**config.mk**
```make
export PLATFORM = sky130hd
export DESIGN_NAME = mul_issue_ctrl_flat
export DESIGN_NICKNAME = d
export VERILOG_FILES = /design/src/rtl/mul_issue_ctrl_if.sv /design/src/rtl/mul_issue_ctrl.sv /design/src/flat_wrapper.sv
export SDC_FILE = /design/constraint.sdc
export NUM_CORES = 1
export LEC_CHECK = 0
export CAP_MARGIN = 20
export CORE_AREA = 2 2 168 170
export CTS_BUF_LIST = sky130_fd_sc_hd__clkbuf_4 sky130_fd_sc_hd__clkbuf_8
export DETAILED_ROUTE_END_ITERATION = 12
export DIE_AREA = 0 0 170 172
export PLACE_DENSITY = 0.68
export SLEW_MARGIN = 20
export SYNTH_ARGS = -nofsm -noshare
export SYNTH_HDL_FRONTEND = slang
export SYNTH_SLANG_ARGS = --single-unit
```
**constraint.sdc**
```tcl
create_clock -name clk_i -period 2.9 [get_ports clk_i]
set_input_delay 0.435 -clock clk_i [delete_from_list [all_inputs] [get_ports clk_i]]
set_output_delay 0.435 -clock clk_i [all_outputs]
set_load 0.005 [all_outputs]
```
**src/rtl/mul_issue_ctrl_if.sv**
```systemverilog
// Handshake bundle between the issue stage, the multiply unit and writeback.
// Signal suffixes give the direction as seen from the controller.
interface mul_issue_ctrl_if #(
  parameter int TAG_W = 6
);
  logic             flush_i;
  logic             issue_valid_i;
  logic             issue_ready_o;
  logic [2:0]       issue_func3_i;
  logic             issue_w_i;
  logic [63:0]      issue_src1_i;
  logic [63:0]      issue_src2_i;
  logic [4:0]       issue_rd_i;
  logic [TAG_W-1:0] issue_tag_i;
  logic             mul_request_o;
  logic             mul_kill_o;
  logic [2:0]       mul_func3_o;
  logic             mul_int32_o;
  logic [63:0]      mul_src1_o;
  logic [63:0]      mul_src2_o;
  logic             mul_stall_i;
  logic             mul_done_i;
  logic [63:0]      mul_result_i;
  logic             wb_valid_o;
  logic             wb_ready_i;
  logic [4:0]       wb_rd_o;
  logic [TAG_W-1:0] wb_tag_o;
  logic [63:0]      wb_data_o;
  logic             err_o;

  // Controller side.
  modport slave (
    input  flush_i, issue_valid_i, issue_func3_i, issue_w_i, issue_src1_i, issue_src2_i,
           issue_rd_i, issue_tag_i, mul_stall_i, mul_done_i, mul_result_i, wb_ready_i,
    output issue_ready_o, mul_request_o, mul_kill_o, mul_func3_o, mul_int32_o,
           mul_src1_o, mul_src2_o, wb_valid_o, wb_rd_o, wb_tag_o, wb_data_o, err_o
  );

  // Environment side: issue stage, multiplier and writeback sink.
  modport master (
    output flush_i, issue_valid_i, issue_func3_i, issue_w_i, issue_src1_i, issue_src2_i,
           issue_rd_i, issue_tag_i, mul_stall_i, mul_done_i, mul_result_i, wb_ready_i,
    input  issue_ready_o, mul_request_o, mul_kill_o, mul_func3_o, mul_int32_o,
           mul_src1_o, mul_src2_o, wb_valid_o, wb_rd_o, wb_tag_o, wb_data_o, err_o
  );
endinterface

```
**src/rtl/mul_issue_ctrl.sv**
```systemverilog
// Issue-side controller for the 64-bit multiply unit: accepts one op, sequences
// request/done with the multiplier and returns a tagged, backpressured writeback.
module mul_issue_ctrl #(
  parameter int TAG_W   = 6,
  parameter int TIMEOUT = 8
) (
  input logic             clk_i,
  input logic             rst_ni,
  mul_issue_ctrl_if.slave bus
);
  localparam int CNT_W = $clog2(TIMEOUT + 1);

  typedef enum logic [1:0] {S_IDLE, S_REQ, S_WAIT, S_WB} state_e;

  state_e           state_q, state_d;
  logic [CNT_W-1:0] cnt_q, cnt_d;
  logic             err_q, err_d;
  logic [2:0]       func3_q;
  logic             int32_q;
  logic [63:0]      src1_q, src2_q, data_q;
  logic [4:0]       rd_q;
  logic [TAG_W-1:0] tag_q;

  logic             accept, in_flight, timeout_hit, capture;
  logic [63:0]      result_ext;

  assign bus.issue_ready_o = (state_q == S_IDLE) & ~bus.flush_i;
  assign accept            = bus.issue_valid_i & bus.issue_ready_o;
  assign in_flight         = (state_q == S_REQ) | (state_q == S_WAIT);
  // The WAIT cycle with count TIMEOUT-1 is the last one allowed; kill is raised in that cycle.
  assign timeout_hit = (state_q == S_WAIT) & ~bus.mul_done_i & ~bus.flush_i &
                       (cnt_q == CNT_W'(TIMEOUT - 1));
  assign capture     = (state_q == S_WAIT) & bus.mul_done_i & ~bus.flush_i;
  assign result_ext  = int32_q ? {{32{bus.mul_result_i[31]}}, bus.mul_result_i[31:0]}
                               : bus.mul_result_i;

  assign bus.mul_request_o = (state_q == S_REQ) & ~bus.flush_i;
  assign bus.mul_kill_o    = (bus.flush_i & in_flight) | timeout_hit;
  assign bus.mul_func3_o   = func3_q;
  assign bus.mul_int32_o   = int32_q;
  assign bus.mul_src1_o    = src1_q;
  assign bus.mul_src2_o    = src2_q;
  assign bus.wb_valid_o    = (state_q == S_WB);
  assign bus.wb_rd_o       = rd_q;
  assign bus.wb_tag_o      = tag_q;
  assign bus.wb_data_o     = data_q;
  assign bus.err_o         = err_q;

  // NOTE: every signal driven here gets a default first so no path leaves it unassigned (no latches).
  always_comb begin
    state_d = state_q;
    cnt_d   = cnt_q;
    err_d   = err_q;
    unique case (state_q)
      S_IDLE: if (accept) state_d = S_REQ;
      S_REQ: begin
        cnt_d   = '0;
        state_d = bus.flush_i ? S_IDLE : S_WAIT;
      end
      S_WAIT: begin
        cnt_d = cnt_q + CNT_W'(1);
        if (bus.flush_i) begin
          state_d = S_IDLE;
        end else if (bus.mul_done_i) begin
          state_d = S_WB;
        end else if (timeout_hit) begin
          state_d = S_IDLE;
          err_d   = 1'b1;
        end
      end
      S_WB: if (bus.flush_i || bus.wb_ready_i) state_d = S_IDLE;
      default: state_d = S_IDLE;
    endcase
  end

  // NOTE: sequential state uses <= so every register samples pre-edge values regardless of statement order.
  always_ff @(posedge clk_i or negedge rst_ni) begin
    if (!rst_ni) begin
      state_q <= S_IDLE;
      cnt_q   <= '0;
      err_q   <= 1'b0;
    end else begin
      state_q <= state_d;
      cnt_q   <= cnt_d;
      err_q   <= err_d;
    end
  end

  // NOTE: datapath registers are reset as well, so operand and writeback outputs read 0 out of reset.
  always_ff @(posedge clk_i or negedge rst_ni) begin
    if (!rst_ni) begin
      func3_q <= '0;
      int32_q <= 1'b0;
      src1_q  <= '0;
      src2_q  <= '0;
      rd_q    <= '0;
      tag_q   <= '0;
      data_q  <= '0;
    end else begin
      if (accept) begin
        func3_q <= bus.issue_func3_i;
        int32_q <= bus.issue_w_i & (bus.issue_func3_i == 3'b000);
        src1_q  <= bus.issue_src1_i;
        src2_q  <= bus.issue_src2_i;
        rd_q    <= bus.issue_rd_i;
        tag_q   <= bus.issue_tag_i;
      end
      if (capture) data_q <= result_ext;
    end
  end
endmodule
```
**src/flat_wrapper.sv**
```systemverilog
// flat-port wrapper written by rule: the top's interface ports become plain ports
module mul_issue_ctrl_flat 
#(
  parameter int TAG_W   = 6,
  parameter int TIMEOUT = 8
)
  (clk_i, rst_ni, bus_flush_i, bus_issue_valid_i, bus_issue_func3_i, bus_issue_w_i, bus_issue_src1_i, bus_issue_src2_i, bus_issue_rd_i, bus_issue_tag_i, bus_mul_stall_i, bus_mul_done_i, bus_mul_result_i, bus_wb_ready_i, bus_issue_ready_o, bus_mul_request_o, bus_mul_kill_o, bus_mul_func3_o, bus_mul_int32_o, bus_mul_src1_o, bus_mul_src2_o, bus_wb_valid_o, bus_wb_rd_o, bus_wb_tag_o, bus_wb_data_o, bus_err_o);
  mul_issue_ctrl_if #(.TAG_W(TAG_W)) bus_i ();
  input logic clk_i;
  input logic rst_ni;
  input wire logic [$bits(bus_i.flush_i)-1:0] bus_flush_i;
  input wire logic [$bits(bus_i.issue_valid_i)-1:0] bus_issue_valid_i;
  input wire logic [$bits(bus_i.issue_func3_i)-1:0] bus_issue_func3_i;
  input wire logic [$bits(bus_i.issue_w_i)-1:0] bus_issue_w_i;
  input wire logic [$bits(bus_i.issue_src1_i)-1:0] bus_issue_src1_i;
  input wire logic [$bits(bus_i.issue_src2_i)-1:0] bus_issue_src2_i;
  input wire logic [$bits(bus_i.issue_rd_i)-1:0] bus_issue_rd_i;
  input wire logic [$bits(bus_i.issue_tag_i)-1:0] bus_issue_tag_i;
  input wire logic [$bits(bus_i.mul_stall_i)-1:0] bus_mul_stall_i;
  input wire logic [$bits(bus_i.mul_done_i)-1:0] bus_mul_done_i;
  input wire logic [$bits(bus_i.mul_result_i)-1:0] bus_mul_result_i;
  input wire logic [$bits(bus_i.wb_ready_i)-1:0] bus_wb_ready_i;
  output wire logic [$bits(bus_i.issue_ready_o)-1:0] bus_issue_ready_o;
  output wire logic [$bits(bus_i.mul_request_o)-1:0] bus_mul_request_o;
  output wire logic [$bits(bus_i.mul_kill_o)-1:0] bus_mul_kill_o;
  output wire logic [$bits(bus_i.mul_func3_o)-1:0] bus_mul_func3_o;
  output wire logic [$bits(bus_i.mul_int32_o)-1:0] bus_mul_int32_o;
  output wire logic [$bits(bus_i.mul_src1_o)-1:0] bus_mul_src1_o;
  output wire logic [$bits(bus_i.mul_src2_o)-1:0] bus_mul_src2_o;
  output wire logic [$bits(bus_i.wb_valid_o)-1:0] bus_wb_valid_o;
  output wire logic [$bits(bus_i.wb_rd_o)-1:0] bus_wb_rd_o;
  output wire logic [$bits(bus_i.wb_tag_o)-1:0] bus_wb_tag_o;
  output wire logic [$bits(bus_i.wb_data_o)-1:0] bus_wb_data_o;
  output wire logic [$bits(bus_i.err_o)-1:0] bus_err_o;
  assign bus_i.flush_i = bus_flush_i;
  assign bus_i.issue_valid_i = bus_issue_valid_i;
  assign bus_i.issue_func3_i = bus_issue_func3_i;
  assign bus_i.issue_w_i = bus_issue_w_i;
  assign bus_i.issue_src1_i = bus_issue_src1_i;
  assign bus_i.issue_src2_i = bus_issue_src2_i;
  assign bus_i.issue_rd_i = bus_issue_rd_i;
  assign bus_i.issue_tag_i = bus_issue_tag_i;
  assign bus_i.mul_stall_i = bus_mul_stall_i;
  assign bus_i.mul_done_i = bus_mul_done_i;
  assign bus_i.mul_result_i = bus_mul_result_i;
  assign bus_i.wb_ready_i = bus_wb_ready_i;
  assign bus_issue_ready_o = bus_i.issue_ready_o;
  assign bus_mul_request_o = bus_i.mul_request_o;
  assign bus_mul_kill_o = bus_i.mul_kill_o;
  assign bus_mul_func3_o = bus_i.mul_func3_o;
  assign bus_mul_int32_o = bus_i.mul_int32_o;
  assign bus_mul_src1_o = bus_i.mul_src1_o;
  assign bus_mul_src2_o = bus_i.mul_src2_o;
  assign bus_wb_valid_o = bus_i.wb_valid_o;
  assign bus_wb_rd_o = bus_i.wb_rd_o;
  assign bus_wb_tag_o = bus_i.wb_tag_o;
  assign bus_wb_data_o = bus_i.wb_data_o;
  assign bus_err_o = bus_i.err_o;
  mul_issue_ctrl #(.TAG_W(TAG_W), .TIMEOUT(TIMEOUT)) u_core (.clk_i(clk_i), .rst_ni(rst_ni), .bus(bus_i));
endmodule
```
==> impl_metrics.py <==
metrics = {
    "clock_network": {
        "clk-insertion-delay-late_ps": 510,
        "clkSinkCount": 214,
        "cts_tree": "built",
        "cts.clk_slew.worst_paths_ps": 60,
        "cts_buffers": 39,
        "cts_root_buffer": "clkbuf_8",
        "cts_htree_levels": 2,
        "cts_buffer_depth": 3,
    },
    "setup_path": {
        "path_cells": "inv_1 -> ha_1 -> nor2b_1 -> clkdlybuf4s50_1",
        "r2r_cells": 5,
        "slowest_stage": "clkdlybuf4s50_1",
        "required_ps": 2470,
        "rr_endpoint": "u_core.bus.mul_src2_o[31]$_DFFE_PN0P_",
        "crit_path_max_fanout": 4,
        "reg2reg_from": "u_core.state_q[1]$_DFFE_PN0P_",
        "critPathLaunchType": "flip-flop",
        "worst_path_largest_cell_delay_ps": 530,
        "cp_top_family": "buffers and inverters",
        "r2r_setup_slack_ps": 900,
        "crit_type": "flip-flop to output port",
        "arrival_ps": 2000,
        "crit_buf_inv": 2,
        "cp-end-kind": "output port",
    },
    "global_route": {
        "grt_pass1_vias": 6426,
        "grt_max_degree": 97,
        "globalRouteOverflowTotal": 0,
        "antenna_found_initial": 0,
        "grt_pass1_wl_mm": 35.65,
        "grt_util_all_layers": 0.1574,
    },
    "routing": {
        "avgRoutedWirePerCell_um": 17.67,
        "drc": 0,
        "postRouteAntennaNets": 0,
        "route.vias.total": 6258,
        "vias_per_cell": 4.531,
        "drt_first_pass_iters": 4,
        "wl_mm": 24.40,
        "drt_iter0_drc": 204,
    },
    "yosys": {
        "synth-async-reset-ratio": 1.000,
        "synth_compound_area_frac": 0.04348,
        "synth_top_family_by_area": "multiplexers",
        "ys_warn_count": 0,
        "syn_area_sq_um": 8518,
        "synth.distinct_cells": 24,
        "yosysSeqAreaShare": 0.6287,
        "synthSimpleGateAreaFrac": 0.03129,
        "syn-mean-instance-area_sq_um": 15.16,
        "syn_nets": 782,
        "yosys.area_share.adder": 0.008813,
        "synth_cells": 562,
        "synth_mux_area_frac": 0.2604,
        "synth_edf_count": 0,
        "ys.flop_type": "dfrtp_1",
        "synth-xor-area-share": 0,
        "yosys_register_bits": 214,
    },
    "placed_design": {
        "placed_area_sq_um": 13200,
        "io_buffer_count": 424,
        "place_ws_ps": 409.7,
        "dp_hpwl_mm": 17.97,
        "routabilityCongestion": 0.7448,
    },
    "layout": {
        "nNetsFinal": 1233,
        "fin_area_sq_um": 14030,
        "multi_input_area_sq_um": 2943,
        "fillers": 2388,
        "drive_above_1_share": 0.2531,
        "regArea_sq_um": 5355,
        "final_common_cell": "clkdlybuf4s50_1",
        "mostFrequentLayoutCells": "422 x clkdlybuf4s50_1, 214 x dfrtp_1, 117 x mux2_2",
        "area_growth_pct": 64.66,
        "antennaDiodeCount": 0,
    },
    "worst_hold_path": {
        "min-delay-start": "u_core.bus.err_o$_DFFE_PN0P_",
        "whs_path_depth": 1,
        "hp-class": "flip-flop to flip-flop",
        "holdPathEnd": "u_core.bus.err_o$_DFFE_PN0P_",
    },
    "timing": {
        "fin_worst_skew_ps": 17.16,
        "hold_viol": 0,
        "fin_crit_ps": 2435,
        "finalSetupViolations": 0,
        "worst_pin_slew_ps": 703.6,
        "drv_slew": 0,
        "rsz0062_at_grt": "no",
        "fin_ws_ps": 465.0,
        "fmaxAchievable_ghz": 0.4107,
        "fin_setup_tns_ps": 0,
        "slew_headroom": 0.5310,
        "post-route-period-util": 0.8397,
    },
    "floorplan": {
        "die_h_um": 172,
        "core-area_sq_um": 27480,
        "start_util": 0.3100,
        "die_w_um": 170,
        "io_pins": 426,
        "rows": 61,
        "dieArea_sq_um": 29240,
    },
    "pwr": {
        "vdd_drop_max_uv": 613.7,
        "p_leak_nw": 6.201,
        "power.density_nw_per_um2": 978.7,
    },
    "outcome": {
        "run_status": "complete, no violations",
    },
    "job": {
        "drv_cap": 0,
    },
}
[final cells by class]
cell class              instances  area share
clock buffers                  58     0.05335
inverters                       5    0.001338
well taps                     346     0.03087
repair buffers                444      0.3193
flip-flops and latches        214      0.3818
clock inverters                 5    0.003568
multi-input cells             309      0.2098
[worst reg2reg max path, stage by stage, from the launching register on]
cell      delay, ps
dfrtp_1         440
inv_1           120
ha_1            240
nand3b_4        370
buf_4           380
mux2_4          330
[power breakdown]
group	switching, mW	internal (mW)
combinational	1.72	3.97
sequential	0.745	4.37
clock	1.21	1.72
total	3.67	10.1
[per-layer routing]
| metal | share of wire | vias to the layer above | track usage | routed length [um] |
|---|---|---|---|---|
| met2 | 0.50 | 283 | 0.2802 | 12290 |
| met1 | 0.37 | 3058 | 0.1721 | 9057 |
| li1 | - | 2858 | - | - |
| met3 | 0.096 | 59 | 0.05928 | 2332 |
| met5 | 0 | - | 0 | 0 |
| met4 | 0.029 | 0 | 0.05574 | 719 |
[kinds of logic after synthesis]
family                     Yosys count
AOI/OAI and AO/OA                   71
buffers and inverters               39
muxes                              178
and+or+nand+nor                     54
adders and majority gates            6
DFF                                214
[Yosys cell counts, drive strengths merged (2+ instances only)]
| cell type | count | area (sq um) |
|---|---|---|
| o21ai | 34 | 170.2 |
| dfrtp | 214 | 5355 |
| nand2b | 3 | 18.77 |
| a21oi | 33 | 165.2 |
| ha | 6 | 75.07 |
| clkbuf | 10 | 37.54 |
| buf | 24 | 176.4 |
| mux2 | 175 | 2188 |
| nor3b | 2 | 15.01 |
| o2bb2ai | 3 | 26.28 |
| mux2i | 3 | 30.03 |
| nor2b | 4 | 25.02 |
| inv | 5 | 18.77 |
| nand2 | 37 | 138.9 |
| nand3b | 3 | 35.03 |
[worst max-delay path by stage]
stage	end	cells past startpoint	slack [ps]	start
after global routing	bus_issue_ready_o	4	320	u_core.state_q[1]$_DFFE_PN0P_
final	bus_issue_ready_o	4	460	u_core.state_q[1]$_DFFE_PN0P_
after CTS	bus_mul_kill_o	6	50	u_core.state_q[0]$_DFFE_PN0P_
after detailed placement	bus_mul_kill_o	4	410	bus_mul_done_i
after global placement	bus_mul_kill_o	4	410	bus_mul_done_i
after floorplan	bus_mul_kill_o	5	1130	u_core.state_q[0]$_DFFE_PN0P_
[what timing repair did]
action / CTS / global route
hold buffers: 1 / 0
buffers inserted: 0 / 1
gates resized for setup: 3 / 1
hold endpoints to repair: 76 / 0
setup endpoints to repair: 1 / 1
cloned: 0 / 0
[per-stage QoR]
step	cells	hold WS, ps	total power [mW]	util
2_1_floorplan	562	139.4	7.174	-
3_3_place_gp	1316	462.5	10.76	0.4802
3_5_place_dp	1316	457.8	10.88	0.4802
4_1_cts	1380	475.6	13.95	0.5101
5_1_grt	1381	493.6	14.56	0.5105
6_report	1381	468.3	13.73	0.5105
[flip-flops by register name, indices dropped and copies added (netlist names)]
register                cells
u_core.cnt_q                4
u_core.bus.wb_rd_o          5
u_core.bus.wb_tag_o         6
u_core.bus.wb_data_o       64
u_core.bus.mul_func3_o      3
u_core.state_q              2
u_core.bus.err_o            1
u_core.bus.mul_src2_o      64
u_core.bus.mul_int32_o      1
u_core.bus.mul_src1_o      64
Power figures use the tool's default switching activity.
